--- src/rtl/ram_pkg.sv ---
// ram_pkg: shared constants for the matrix register file.
//   DEF_DATA_W / DEF_ADDR_W : default data and address widths
//   A_BASE / B_BASE / C_BASE : first address of each matrix
//   ADDR_A00 .. ADDR_C11     : address of every individual register
//   NUM_REGS                 : total number of registers (29)
package ram_pkg;

    localparam int DEF_DATA_W = 8;
    localparam int DEF_ADDR_W = 5;

    localparam int A_BASE   = 0;
    localparam int B_BASE   = 16;
    localparam int C_BASE   = 25;
    localparam int NUM_REGS = 29;

    // Matrix A, 4x4, row-major
    localparam int ADDR_A00 = A_BASE + 0;
    localparam int ADDR_A01 = A_BASE + 1;
    localparam int ADDR_A02 = A_BASE + 2;
    localparam int ADDR_A03 = A_BASE + 3;
    localparam int ADDR_A10 = A_BASE + 4;
    localparam int ADDR_A11 = A_BASE + 5;
    localparam int ADDR_A12 = A_BASE + 6;
    localparam int ADDR_A13 = A_BASE + 7;
    localparam int ADDR_A20 = A_BASE + 8;
    localparam int ADDR_A21 = A_BASE + 9;
    localparam int ADDR_A22 = A_BASE + 10;
    localparam int ADDR_A23 = A_BASE + 11;
    localparam int ADDR_A30 = A_BASE + 12;
    localparam int ADDR_A31 = A_BASE + 13;
    localparam int ADDR_A32 = A_BASE + 14;
    localparam int ADDR_A33 = A_BASE + 15;

    // Matrix B, 3x3, row-major
    localparam int ADDR_B00 = B_BASE + 0;
    localparam int ADDR_B01 = B_BASE + 1;
    localparam int ADDR_B02 = B_BASE + 2;
    localparam int ADDR_B10 = B_BASE + 3;
    localparam int ADDR_B11 = B_BASE + 4;
    localparam int ADDR_B12 = B_BASE + 5;
    localparam int ADDR_B20 = B_BASE + 6;
    localparam int ADDR_B21 = B_BASE + 7;
    localparam int ADDR_B22 = B_BASE + 8;

    // Matrix C, 2x2, row-major
    localparam int ADDR_C00 = C_BASE + 0;
    localparam int ADDR_C01 = C_BASE + 1;
    localparam int ADDR_C10 = C_BASE + 2;
    localparam int ADDR_C11 = C_BASE + 3;

endpackage

--- src/rtl/ram_cell.sv ---
// ram_cell: one DATA_W-bit storage register.
//   clk  : rising-edge clock
//   rst  : asynchronous active-low clear
//   load : capture d on the next rising edge
//   d    : write data
//   q    : stored value
module ram_cell
    import ram_pkg::*;
#(
    parameter int DATA_W = DEF_DATA_W
) (
    input  logic              clk,
    input  logic              rst,
    input  logic              load,
    input  logic [DATA_W-1:0] d,
    output logic [DATA_W-1:0] q
);

    always_ff @(posedge clk or negedge rst) begin
        if (!rst) begin
            q <= '0;
        end else if (load) begin
            q <= d;
        end
    end

endmodule

--- src/rtl/ram.sv ---
// ram: write-only register file exposing three matrices as parallel outputs.
//   clk, rst    : clock and asynchronous active-low reset
//   en          : write enable
//   addr        : write address (0..15 A, 16..24 B, 25..28 C, 29..31 ignored)
//   in          : write data
//   a00..a33    : 4x4 matrix A
//   b00..b22    : 3x3 matrix B
//   c00..c11    : 2x2 matrix C
module ram
    import ram_pkg::*;
#(
    parameter int DATA_W = DEF_DATA_W,
    parameter int ADDR_W = DEF_ADDR_W
) (
    input  logic              clk,
    input  logic              rst,
    input  logic              en,
    input  logic [ADDR_W-1:0] addr,
    input  logic [DATA_W-1:0] in,
    output logic [DATA_W-1:0] a00, a01, a02, a03,
    output logic [DATA_W-1:0] a10, a11, a12, a13,
    output logic [DATA_W-1:0] a20, a21, a22, a23,
    output logic [DATA_W-1:0] a30, a31, a32, a33,
    output logic [DATA_W-1:0] b00, b01, b02,
    output logic [DATA_W-1:0] b10, b11, b12,
    output logic [DATA_W-1:0] b20, b21, b22,
    output logic [DATA_W-1:0] c00, c01,
    output logic [DATA_W-1:0] c10, c11
);

    logic [NUM_REGS-1:0] load;
    logic [DATA_W-1:0]   q [NUM_REGS];

    // One-hot load strobes; addresses past the last register match nothing.
    always_comb begin
        load = '0;
        for (int i = 0; i < NUM_REGS; i++) begin
            load[i] = en && (addr == ADDR_W'(i));
        end
    end

    for (genvar g = 0; g < NUM_REGS; g++) begin : g_cell
        ram_cell #(.DATA_W(DATA_W)) u_cell (
            .clk  (clk),
            .rst  (rst),
            .load (load[g]),
            .d    (in),
            .q    (q[g])
        );
    end

    assign a00 = q[ADDR_A00];
    assign a01 = q[ADDR_A01];
    assign a02 = q[ADDR_A02];
    assign a03 = q[ADDR_A03];
    assign a10 = q[ADDR_A10];
    assign a11 = q[ADDR_A11];
    assign a12 = q[ADDR_A12];
    assign a13 = q[ADDR_A13];
    assign a20 = q[ADDR_A20];
    assign a21 = q[ADDR_A21];
    assign a22 = q[ADDR_A22];
    assign a23 = q[ADDR_A23];
    assign a30 = q[ADDR_A30];
    assign a31 = q[ADDR_A31];
    assign a32 = q[ADDR_A32];
    assign a33 = q[ADDR_A33];
    assign b00 = q[ADDR_B00];
    assign b01 = q[ADDR_B01];
    assign b02 = q[ADDR_B02];
    assign b10 = q[ADDR_B10];
    assign b11 = q[ADDR_B11];
    assign b12 = q[ADDR_B12];
    assign b20 = q[ADDR_B20];
    assign b21 = q[ADDR_B21];
    assign b22 = q[ADDR_B22];
    assign c00 = q[ADDR_C00];
    assign c01 = q[ADDR_C01];
    assign c10 = q[ADDR_C10];
    assign c11 = q[ADDR_C11];

endmodule

--- config.mk ---
export PLATFORM = sky130hd
export DESIGN_NAME = ram
export DESIGN_NICKNAME = d
export VERILOG_FILES = /design/src/rtl/ram_pkg.sv /design/src/rtl/ram_cell.sv /design/src/rtl/ram.sv
export SDC_FILE = /design/constraint.sdc
export NUM_CORES = 1
export LEC_CHECK = 0
export ABC_AREA = 1
export CORE_ASPECT_RATIO = 1.4
export CORE_UTILIZATION = 30
export CTS_CLUSTER_DIAMETER = 40
export DETAILED_ROUTE_END_ITERATION = 10
export PLACE_DENSITY = 0.56
export SYNTH_ARGS = -nofsm -noshare
export SYNTH_HDL_FRONTEND = slang
export SYNTH_HIERARCHICAL = 1
export SYNTH_SLANG_ARGS = --single-unit
--- constraint.sdc ---
create_clock -name clk -period 1.5 [get_ports clk]
set_input_delay 0.45 -clock clk [delete_from_list [all_inputs] [get_ports clk]]
set_output_delay 0.45 -clock clk [all_outputs]
set_load 0.01 [all_outputs]
# == Word-level counts from Yosys, hierarchy flattened ==
# Index checks and enable logic that the tools add are counted.
# word_totals
regBits,232
latchBits,0
ramBits,0
mem_bits_ro,0
input_bits,16
out_inout_bits,232
n_memories,0
# classes
addsub,0
multipliers,0
div,0
order_cmp,0
n_eq_ne,28
shift,0
mux,0
n_bitwise,0
n_reduce_logical,30
# op_table
op,count
"== test 5 bit, second input constant",13
"== test 5 x 4 -> 1 bit, second input constant",8
logical AND 1 bit,29
"== test 5 x 3 -> 1 bit, second input constant",4
"== test 5 x 2 -> 1 bit, second input constant",2
"== test 5 x 1 -> 1 bit, second input constant",1
logical NOT 5 bit,1

# == Longest topological paths before layout ==
# depth
word_depth,2
ltp_mapped,8
depth_no_buf,7

# == By module ==
# The synthesis kept the hierarchy.
# modules_own_cells
module,instances,cells_per_inst,area_each_um2
ram_cell,29,34,305.3
ram,1,61,239.0

# == Least setup slack after synthesis ==
# OpenSTA, ideal clock, no wires.
# synth_path
path_type,input -> register
start,in addr[1]
end,reg g_cell[0].u_cell.q[0]
arrival_time_ns,1.102
required_time_ns,1.383
setup_slack_ns,0.281
stages,7
cell_sequence,nor2_1 nand2_1 nor2_1 buf_6 inv_2 nand2_1 nand2_1
# synth_between
elab_chain_cells,2
# synth_lines
element,line,rtl
from (decl),ram.sv:18,"input logic [ADDR_W-1:0] addr,"
logical NOT 5 bit,ram.sv:38,load[i] = en && (addr == ADDR_W'(i));
logical AND 1 bit,ram.sv:38,
net load[0],ram.sv:31,logic [NUM_REGS-1:0] load;
to (signal assigned),ram_cell.sv:21,q <= '0;
to (signal assigned),ram_cell.sv:23,q <= d;
to (decl),ram_cell.sv:16,output logic [DATA_W-1:0] q
# The timed path passes the listed nets, and every way through them passes these cells.
# A chain may end at the register's enable or synchronous reset.

# == Worst setup path in the final report ==
# layout_path
start,reg g_cell[6].u_cell.q[6]
end,out a12[6]
# layout_lines
element,line,rtl
from (decl),ram_cell.sv:16,
from (signal assigned),ram_cell.sv:21,
from (signal assigned),ram_cell.sv:23,
to (decl),ram.sv:21,"output logic [DATA_W-1:0] a10, a11, a12, a13,"
# No word-level cell between the ends.

==> qor.yml <==
status: "finished, violations left"
violations: "setup timing"
hold_ws_ps: 360.0
antenna_cells: 0
row_count: 75
die_h_um: 208.0
drt_first_pass_iters: 4
yosysWarnings: 6
syn_to_final_growth_pct: 56.12
path_clk_slew_ps: 60
drive_gt1_frac: 0.3770
grt_pass1_wl_um: 46820
rsz0062_at_grt: "yes"
maxCapViolCount: 0
cp_slowest_cell: "dfrtp_1"
wirelength_um: 30890
postSynthCellCount: 1047
drtAntennaViolNets: 0
cts_num_sinks: 232
skew_ps: 0
leakage_nw: 8.213
fillerInstances: 2950
min_period_ps: 1541
cts_tree: "yes"
largest_reg_flops: 232
coreArea_sq_um: 29940
finalNetCount: 1551
syn-cell-area_sq_um: 9092
finalCritPeriodShare: 1.027
p_total_mw: 20.38
rrSetupSlack_ps: 640
powerDensity_nw_per_um2: 1436
syn_avg_cell_area_sq_um: 8.684
min_path_type: "in2reg"
grt_pass1_vias: 8160
utilization: 0.4742
ys_ff_latch: 232
grt_max_degree: 49
initial_core_util: 0.3037
layout_setup_ws_ps: -40.51
crit_family: "flip-flops"
cp.buffers_inverters: 1
cpPeakStageDelay_ps: 400
end_kind: "output port"
cp_cell_sequence: "buf_2"
ctsHtreeMaxLevel: 1
worst_setup_path_start_kind: "flop"
wl_per_cell_um: 15.90
viasPerCell: 4.262
reg_top3: "g_cell.u_cell/q x232"
drv_slew: 0
die_area_sq_um: 31020
initialDrtViolationCount: 413
tightest_slew_ps: 1001
critical_path_class: "reg2out"
antenna_found_initial: 0
fin_tns_setup_ps: -3127
ir_drop_mv: 0.7735
slew_headroom: 0.3328
critPathArrivalTime_ps: 1090
die_w_um: 149.1
path_max_fanout: 2
drcViolationCount: 0
via_count: 8276
finalHoldViolCount: 0
cts-root-buf: "clkbuf_16"
gr-total-overflow: 0
clock_path_buffers: 3
place.gp.congestion: 0.7528
required_ps: 1050
syn-num-nets: 1063
yosysSeqAreaShare: 0.6385
top_register: "g_cell.u_cell/q"
setup_viol: 202
clock_latency_ps: 540
io_pins: 248
hpwl_um: 19620
fmax_ghz: 0.6491
cts_made_buffers: 29
grt_use_total: 0.1974
ys_types: 8
io_buffers: 247
[worst paths after layout]
| path | startpoint | to | depth (start not counted) |
|---|---|---|---|
| max reg2reg | g_cell[9].u_cell/q[7] | g_cell[9].u_cell/q[7] | 4 |
| min in group asynchronous | rst | g_cell[13].u_cell/q[7] | 2 |
| min | in[6] | g_cell[17].u_cell/q[6] | 4 |
| max in group asynchronous | rst | g_cell[6].u_cell/q[4] | 3 |
| max | g_cell[6].u_cell/q[6] | a12[6] | 1 |
| min reg2reg | g_cell[14].u_cell/q[5] | g_cell[14].u_cell/q[5] | 2 |
[kinds of logic after synthesis]
kind of cell           after synthesis  synth area share
and+or+nand+nor                    745            0.3087
DFF                                232            0.6385
buffers and inverters               70           0.05284
[stage by stage]
stage	setup WS, ps	instances	area [sq um]
2_1_floorplan	281.4	1047	9092
3_3_place_gp	-615.2	1724	12470
3_5_place_dp	-632.6	1724	12470
4_1_cts	-73.73	1863	13400
5_1_grt	-76.11	1942	14190
6_report	-40.51	1942	14190
[metal layers]
| metal | GRT usage | part of all wire | up-vias |
|---|---|---|---|
| li1 | - | - | 4113 |
| met1 | 0.2317 | 0.40 | 3866 |
| met2 | 0.3548 | 0.52 | 230 |
| met3 | 0.02851 | 0.049 | 67 |
| met4 | 0.08163 | 0.039 | 0 |
| met5 | 0 | 0 | - |
[cells in the mapped netlist]
| cell type | instances | area share |
|---|---|---|
| buf_6 | 29 | 0.036 |
| dfrtp_1 | 232 | 0.64 |
| inv_1 | 9 | 0.0037 |
| inv_2 | 32 | 0.013 |
| nand2_1 | 708 | 0.29 |
| nand2_2 | 1 | 0.00069 |
| nor2_1 | 35 | 0.014 |
| nor2_4 | 1 | 0.0012 |
[layout by cell type (no fill, tap or decap)]
cell             count
nand2_1            703
buf_2              151
clkbuf_1             2
bufinv_16            3
dlygate4sd3_1        1
clkinv_8             1
nor2_2              12
dfrtp_1            232
nor2_4               5
clkdlybuf4s50_1      3
inv_1                7
buf_12              18
dlymetal6s2s_1       3
buf_4              217
inv_8                1
nor2_1              19
inv_2               33
clkinv_4             3
nand2_4              2
buf_8                1
inv_4                1
nand2_2              4
buf_6               92
clkinv_2             6
inv_6                2
clkbuf_16           29
clkinvlp_4           3
clkbuf_8             3
[where the power goes]
group / internal (mW) / leakage [nW] / switching [mW] / total [mW]
combinational: 2.75 / 4.72 / 2.37 / 5.11
clock: 4.25 / 0.482 / 2.82 / 7.08
sequential: 7.42 / 3.01 / 0.768 / 8.19
total: 14.4 / 8.21 / 5.96 / 20.4
[worst min-delay path, cell delays in order]
cell	delay [ps]
buf_2	110
buf_12	180
nand2_1	80
nand2_1	50
[area by class of cell]
| class | count | area (sq um) | area share |
|---|---|---|---|
| multi-input cells | 745 | 2889 | 0.2035 |
| repair buffers | 486 | 3874 | 0.2729 |
| well taps | 385 | 481.7 | 0.03394 |
| clock buffers | 34 | 774.5 | 0.05456 |
| clock inverters | 19 | 214.0 | 0.01507 |
| inverters | 41 | 156.4 | 0.01102 |
| flip-flops and latches | 232 | 5806 | 0.4090 |
[repair_timing]
action | in CTS | in global routing
endpoints found under the hold margin | 33 | 0
hold buffers | 1 | 0
setup endpoints to repair | 248 | 455
cloned | 0 | 1
pin swaps | 1 | 2
resized for setup | 1044 | 52
setup buffers | 85 | 78
No activity file was read; power rests on OpenSTA's default activity.
